<file path="config.mk">
export PLATFORM = sky130hd
export DESIGN_NAME = arbitro_memoria_datos
export DESIGN_NICKNAME = d
export VERILOG_FILES = /design/src/rtl/arbitro_memoria_datos_pkg.sv /design/src/rtl/arbitro_memoria_datos_selector_rr.sv /design/src/rtl/arbitro_memoria_datos.sv
export SDC_FILE = /design/constraint.sdc
export NUM_CORES = 1
export LEC_CHECK = 0
export CAP_MARGIN = 25
export CORE_AREA = 2 2 204 206
export DETAILED_ROUTE_END_ITERATION = 12
export DIE_AREA = 0 0 206 208
export SKIP_LAST_GASP = 1
export SLEW_MARGIN = 20
export SYNTH_ARGS = -nofsm -noshare
export SYNTH_HDL_FRONTEND = slang
export SYNTH_SLANG_ARGS = --single-unit
</file>
<file path="constraint.sdc">
create_clock -name clk -period 2.87 [get_ports clk]
set_clock_uncertainty 0.15 [all_clocks]
set_input_delay 0.861 -clock clk [delete_from_list [all_inputs] [get_ports clk]]
set_output_delay 0.861 -clock clk [all_outputs]
set_load 0.01 [all_outputs]
</file>
<file path="src/rtl/arbitro_memoria_datos_pkg.sv">
// Shared definitions for the data-memory arbiter and users of memoria_datos:
// word width, word-index slice and the arbiter FSM encoding.
package pkg_memoria;

   localparam int WORD_W  = 64;
   localparam int IDX_LSB = 2;
   localparam int IDX_MSB = 31;

   typedef enum logic [1:0] {
      IDLE   = 2'd0,
      ACCESS = 2'd1,
      ACK    = 2'd2
   } estado_arb_t;

   // Out of range when the word index runs past the memory or any upper address bit is set.
   function automatic logic fuera_rango(input logic [WORD_W-1:0] a, input int unsigned depth);
      return ({2'b00, a[IDX_MSB:IDX_LSB]} >= 32'(depth)) || (a[WORD_W-1:IDX_MSB+1] != '0);
   endfunction

endpackage

</file>
<file path="src/rtl/arbitro_memoria_datos_selector_rr.sv">
// Two-input round-robin picker; the history bit is owned by the caller.
module selector_rr (
   input  logic [1:0] req,
   input  logic       last,
   output logic       grant_valid,
   output logic       grant_idx
);

   assign grant_valid = |req;
   // On a tie the requester that was not served last wins.
   assign grant_idx   = (&req) ? ~last : req[1];

endmodule

</file>
<file path="src/rtl/arbitro_memoria_datos.sv">
// Round-robin arbiter and single-access sequencer in front of memoria_datos.
// Every transaction is IDLE -> ACCESS -> ACK, one memory cycle each.
module arbitro_memoria_datos
   import pkg_memoria::*;
#(
   parameter int DEPTH = 64
) (
   input  logic              clk,
   input  logic              reset,
   input  logic              req0,
   input  logic              req1,
   input  logic              we0,
   input  logic              we1,
   input  logic [WORD_W-1:0] addr0,
   input  logic [WORD_W-1:0] addr1,
   input  logic [WORD_W-1:0] wdata0,
   input  logic [WORD_W-1:0] wdata1,
   output logic              ack0,
   output logic              ack1,
   output logic              err,
   output logic [WORD_W-1:0] rdata,
   output logic              busy,
   output logic              mem_we,
   output logic [WORD_W-1:0] mem_a,
   output logic [WORD_W-1:0] mem_wd,
   input  logic [WORD_W-1:0] mem_rd
);

   estado_arb_t       state_q;
   logic              we_q, oor_q, sel_q, last_q;
   logic [WORD_W-1:0] addr_q, wd_q, rdata_q;

   logic              grant_valid, grant_idx;
   logic              we_sel;
   logic [WORD_W-1:0] addr_sel, wd_sel;

   selector_rr u_sel (
      .req         ({req1, req0}),
      .last        (last_q),
      .grant_valid (grant_valid),
      .grant_idx   (grant_idx)
   );

   assign we_sel   = grant_idx ? we1    : we0;
   assign addr_sel = grant_idx ? addr1  : addr0;
   assign wd_sel   = grant_idx ? wdata1 : wdata0;

   always_ff @(posedge clk) begin
      if (reset) begin
         state_q <= IDLE;
         we_q    <= 1'b0;
         oor_q   <= 1'b0;
         sel_q   <= 1'b0;
         last_q  <= 1'b1;
         addr_q  <= '0;
         wd_q    <= '0;
         rdata_q <= '0;
      end else begin
         case (state_q)
            IDLE: begin
               if (grant_valid) begin
                  we_q    <= we_sel;
                  addr_q  <= addr_sel;
                  wd_q    <= wd_sel;
                  sel_q   <= grant_idx;
                  oor_q   <= fuera_rango(addr_sel, DEPTH);
                  state_q <= ACCESS;
               end
            end
            ACCESS: begin
               // Reads of an out-of-range word return zero rather than aliased data.
               rdata_q <= oor_q ? '0 : mem_rd;
               last_q  <= sel_q;
               state_q <= ACK;
            end
            ACK:     state_q <= IDLE;
            default: state_q <= IDLE;
         endcase
      end
   end

   assign ack0   = (state_q == ACK) && !sel_q;
   assign ack1   = (state_q == ACK) &&  sel_q;
   assign err    = (state_q == ACK) &&  oor_q;
   assign rdata  = rdata_q;
   assign busy   = (state_q != IDLE);
   // Reset gates the strobe combinationally so an aborted access never commits.
   assign mem_we = (state_q == ACCESS) && we_q && !oor_q && !reset;
   assign mem_a  = addr_q;
   assign mem_wd = wd_q;

endmodule
</file>
==> results of run 1 <==
[final timing paths]
kind                                from        end  cells past startpoint
worst max-delay path               oor_q        err                      2
worst min-delay path            rdata[2]   rdata[2]                      1
worst max register to register    last_q  mem_a[23]                      4
worst min register to register  rdata[2]   rdata[2]                      1
[layout by cell type (no fill, tap or decap), types with 2 or more instances in the layout]
cell,instances
a211oi_1,2
a22o_1,64
a311oi_1,128
and3b_1,2
buf_12,10
buf_4,28
clkbuf_16,17
clkdlybuf4s50_1,520
clkinv_2,3
clkinv_4,2
clkinvlp_4,5
dfxtp_1,197
diode_2,5
inv_6,3
mux2i_1,2
nand2_1,257
nand4_1,8
nor2_1,133
nor3_1,3
nor4_1,26
[layout make-up]
type                       instances  area [um2]
antenna                            5       12.51
sequential                       198        3965
fill                            4171       26130
timing repair buffer             559        5627
clock inverter                    14       126.4
tap                              532       665.6
inverter                           2       7.507
multi-input combinational        640        3580
clock buffer                      18       439.2
[power groups by stage]
stage / combinational [uW] / clock (uW) / sequential, uW
after floorplan: 681 / 0 / 3330
after global placement: 2060 / 0 / 3230
after detailed placement: 2060 / 0 / 3240
after CTS: 2070 / 2550 / 3180
after global routing: 2210 / 2630 / 3210
final: 2040 / 2420 / 3170
[kinds of logic after synthesis]
family	count (synthesis)	share of synthesized area (%)
buffers and inverters	88	5.944
AO/OA/AOI/OAI	199	21.85
multiplexers	2	0.2510
flip-flops	198	49.69
AND/OR/NAND/NOR	439	22.27
[flip-flops by register name, summed over array words and instances, names as in the netlist]
name and count:
we_q 1, mem_wd 64, rdata 64, mem_a 64, sel_q 1, last_q 1, state_q 2, oor_q 1
[metal layers]
layer / part of all wire (%) / routed length, um / up-vias / global-route usage, %
met2: 48 / 17880 / 435 / 28.47
met5: 0.072 / 27 / - / 0
met1: 38 / 14200 / 4017 / 18.31
met3: 11 / 4061 / 53 / 7.315
met4: 3.4 / 1286 / 4 / 9.532
li1: - / - / 4322 / -
[metrics by stage]
| stage | setup TNS, ns | worst slack, ns |
|---|---|---|
| 6_report | 0 | 0.1433 |
| 3_3_place_gp | -1.289 | -0.2251 |
| 2_1_floorplan | 0 | 0.05870 |
| 3_5_place_dp | -1.396 | -0.2358 |
| 4_1_cts | 0 | 0.02297 |
| 5_1_grt | 0 | 0.01703 |
==> run metrics, run 1 <==
status=completed; Ys Warns=0; Final Util=35.56%; cell with the most instances after synthesis=nand2_1; register share of total power=between 40 and 50%; vias=8,831; Overflow after GRT=0; DR pass1 iterations=4; flops & latches, synth=198; Mean Syn Cell Area=about 8.6 um2; Core Region=40,550 um2; Rel. slew slack=43.29%; Fin Hold WS=0.3253 ns; post-synth top area share=just under 50%; clock power share=31.7%; required time of the critical path=1.86 ns; clock slew at reported path FFs=0.08 ns; Sinks on Clock Net=198; Total Wirelength=37,460 um; Routed Antenna Nets=0; gate count after technology mapping=926; Max clock buf depth=2; Main synth FF type=dfxtp_1; Synth async-reset ratio=0%; DR iter-0 viols=a little over 500; Post-Place Cells=just under 2,000; worst path arrival time=1.72 ns; Die Width=206 um; total power=7635 uW; pwr/cell area=529.4 nW/um2; VDD IR max=0.3173 mV; CTS Hold Bufs=0; Post-CTS Setup Bufs=0; RePlAce Congestion=0.8954; Worst Hold Class=reg -> reg; Tightest Pin Transition=0.8507 ns; fin area=~14,000 um2; post-cts resize count=6; Syn Nets=1,252; period utilization=95.01%; reg2reg setup slack=0.97 ns; Die Area=42,850 um2; IO Count=523; synth top area cells=dfxtp_1 50%, a311oi_1 14%, nand2_1 12%; Sw Share=29.57%; CTS buffer count=17; final number of max-transition violations=0; global-route wire length before repair=between 50,000 and 60,000 um; CP Class=reg -> out; die span in y=between 200 and 250 um; Cell Int Power=5378 uW; Final nets=1,744; final hold viol count=0; worst skew pair latency=0.49 ns; pin count of the biggest net entering global routing=94; max-cap viol count=0; Worst setup EP type=primary output; CP Cell Sequence=and3b_1 -> clkdlybuf4s50_1; sw power=between 2000 and 2500 uW; CTS root buf=clkbuf_16; row cnt=74; CP startpoint kind=flop; Largest delay share family, worst path=buffers and inverters; CP bufs+invs=1; DR DRC count=0; Starting Density=19.67%; post-DP HPWL=between 20,000 and 30,000 um; RSZ-0062 raised after global routing=false; initial antenna violation count=8; I/O Buffers=522; Synth Cell Area=7978 um2; Logic pwr share=a little over a quarter; post-layout min period=between 2 and 3 ns; layout cell share with drive strength beyond 1=5.590%; Yosys cell types=30; Layout Cells excl Fill=between 1,500 and 2,000; CP max stage cell=clkdlybuf4s50_1; Max FO, Critical Path=3; Area growth syn-to-layout=80.79%; Total GRT Usage=17.19%; via density per instance=4.487; register area share after synthesis=around half; post-synth top area cell=dfxtp_1; dpl cell area=13,830 um2; H-tree depth=4; CTS tree=yes; Leak=around 0.0054 uW; Max Clk Rate=366.7 MHz; EDFF count, synth=0; number of global-route vias before repair=8,840; average routed wire per standard cell=around 19 um; CP peak stage delay=0.59 ns; synth cell count leaders=257 x nand2_1, 198 x dfxtp_1, 133 x nor2_1; final number of setup-violating endpoints=0
(Power assumes the default switching activity.)
==> run 2, diff against run 1 <==
--- a/config.mk
+++ b/config.mk
@@ -9,8 +9,9 @@
 export CORE_AREA = 2 2 204 206
 export DETAILED_ROUTE_END_ITERATION = 12
 export DIE_AREA = 0 0 206 208
+export SKIP_CTS_REPAIR_TIMING = 1
 export SKIP_LAST_GASP = 1
-export SLEW_MARGIN = 20
+export SLEW_MARGIN = 15
 export SYNTH_ARGS = -nofsm -noshare
 export SYNTH_HDL_FRONTEND = slang
 export SYNTH_SLANG_ARGS = --single-unit
==> run metrics, run 2 (same netlist as run 1, synthesis figures left out) <==
CTS tree=yes; Starting Density=between 10% and 20%; post-DP HPWL=28,720 um; CP Cell Sequence=nor2_2 -> inv_2 -> clkdlybuf4s50_1; Logic pwr share=26.7%; Area growth syn-to-layout=80.55%; clock slew at reported path FFs=0.08 ns; RePlAce Congestion=0.8954; min-delay src=rdata[27]; area taken by flip-flops and latches=between 3000 and 4000 um2; die span in y=approximately 210 um; fillcell total=4,174; Total Wirelength=between 30,000 and 40,000 um; Sw Share=29.51%; area of the multi-input gates=between 3000 and 4000 um2; Tightest Pin Transition=between 0.8 and 0.9 ns; Worst setup EP type=primary output; status=completed; vias=8,855; Sinks on Clock Net=approximately 200; I/O Buffers=522; DR iter-0 viols=494; CP peak stage delay=~0.61 ns; worst path arrival time=1.70 ns; sw power=2250 uW; CP max stage cell=clkdlybuf4s50_1; DR DRC count=0; required time of the critical path=1.86 ns; CTS buffer count=17; Max clock buf depth=2; initial antenna violation count=8; global-route wire length before repair=54,110 um; fin area=14,400 um2; Max FO, Critical Path=5; CP Class=reg -> out; IO Count=roughly 520; DR pass1 iterations=4; final number of max-transition violations=0; post-layout min period=2.706 ns; pin count of the biggest net entering global routing=94; row cnt=74; period utilization=94.30%; Rel. slew slack=43.83%; Worst Hold Class=reg -> reg; pwr/cell area=about 530 nW/um2; Leak=0.005397 uW; Max Clk Rate=369.5 MHz; dpl cell area=13,830 um2; final number of setup-violating endpoints=0; number of global-route vias before repair=8,849; Die Area=42,850 um2; Final Util=35.52%; most common cell after layout, fill and taps aside=clkdlybuf4s50_1; register share of total power=between 40% and 50%; max-cap viol count=0; Final nets=between 1,500 and 2,000; H-tree depth=4; average routed wire per standard cell=19.02 um; via density per instance=4.499; Die Width=206 um; worst skew pair latency=0.49 ns; reg2reg setup slack=0.92 ns; worst setup path start=state_q[0]; CTS root buf=clkbuf_16; clock power share=31.7%; Routed Antenna Nets=0; Reg-to-Reg Start=state_q[1]; VDD IR max=0.3173 mV; Core Region=40,550 um2; Total GRT Usage=17.19%; Cell Int Power=5376 uW; layout cell share with drive strength beyond 1=under 10%; commonest non-fill, non-tap cells in the layout=520 x clkdlybuf4s50_1, 257 x nand2_1, 198 x dfxtp_1; Overflow after GRT=0; CP startpoint kind=flop; RSZ-0062 raised after global routing=false; final hold viol count=0
## run 2: cell types whose count changed in the layout (fill, tap and decap cells not counted)
cell	before	now
clkbuf_2	0	1
nor3_2	0	1
nand2b_2	0	1
clkdlybuf4s15_2	1	0
nand2b_4	1	0
nor3_4	1	0
dfxtp_1	197	198
dfxtp_2	1	0
## run 2: area by class of cell
type	count	area share [%]
antenna	5	0.08687
clock buffer	18	3.049
clock inverter	14	0.8773
inverter	2	0.05212
multi-input combinational	640	24.77
sequential	198	27.52
tap	532	4.621
timing repair buffer	559	39.02
## run 2: power groups by stage
stage | logic (uW) | clock network (uW) | registers [uW]
after floorplan | 681 | 0 | 3330
after global placement | 2060 | 0 | 3230
after detailed placement | 2060 | 0 | 3240
after CTS | 2070 | 2550 | 3180
after global routing | 2210 | 2630 | 3210
final | 2040 | 2420 | 3170
## run 2: metrics by stage
step	worst slack, ns	TNS (ns)	std cells	hold slack, ns	total power (uW)
floorplan	0.05870	0	926	0.3218	4014
global placement	-0.2251	-1.289	1931	0.3059	5282
detailed placement	-0.2358	-1.396	1931	0.3058	5297
CTS	-0.3684	-0.3684	1963	0.3288	7794
global route	0.006985	0	1966	0.3386	8044
finish	0.1637	0	1968	0.3249	7626
## run 2: routing by layer
layer,global-route usage (%),vias to the layer above,part of all wire (%)
met2,28.48,442,48
li1,-,4322,-
met5,0,-,0.072
met4,9.532,4,3.4
met1,18.29,4034,38
met3,7.315,53,11
## run 2: final timing paths
kind / cells past startpoint / endpoint
worst max-delay path: 3 / busy
worst min-delay path: 1 / rdata[27]
worst max register to register: 5 / rdata[15]
worst min register to register: 1 / rdata[27]
## run 2: critical path: cells and delay by family, from the launching register on
kind          cells  cell delay (ns)
simple gates      1             0.08
flops             1             0.42
buf+inv           2             0.70
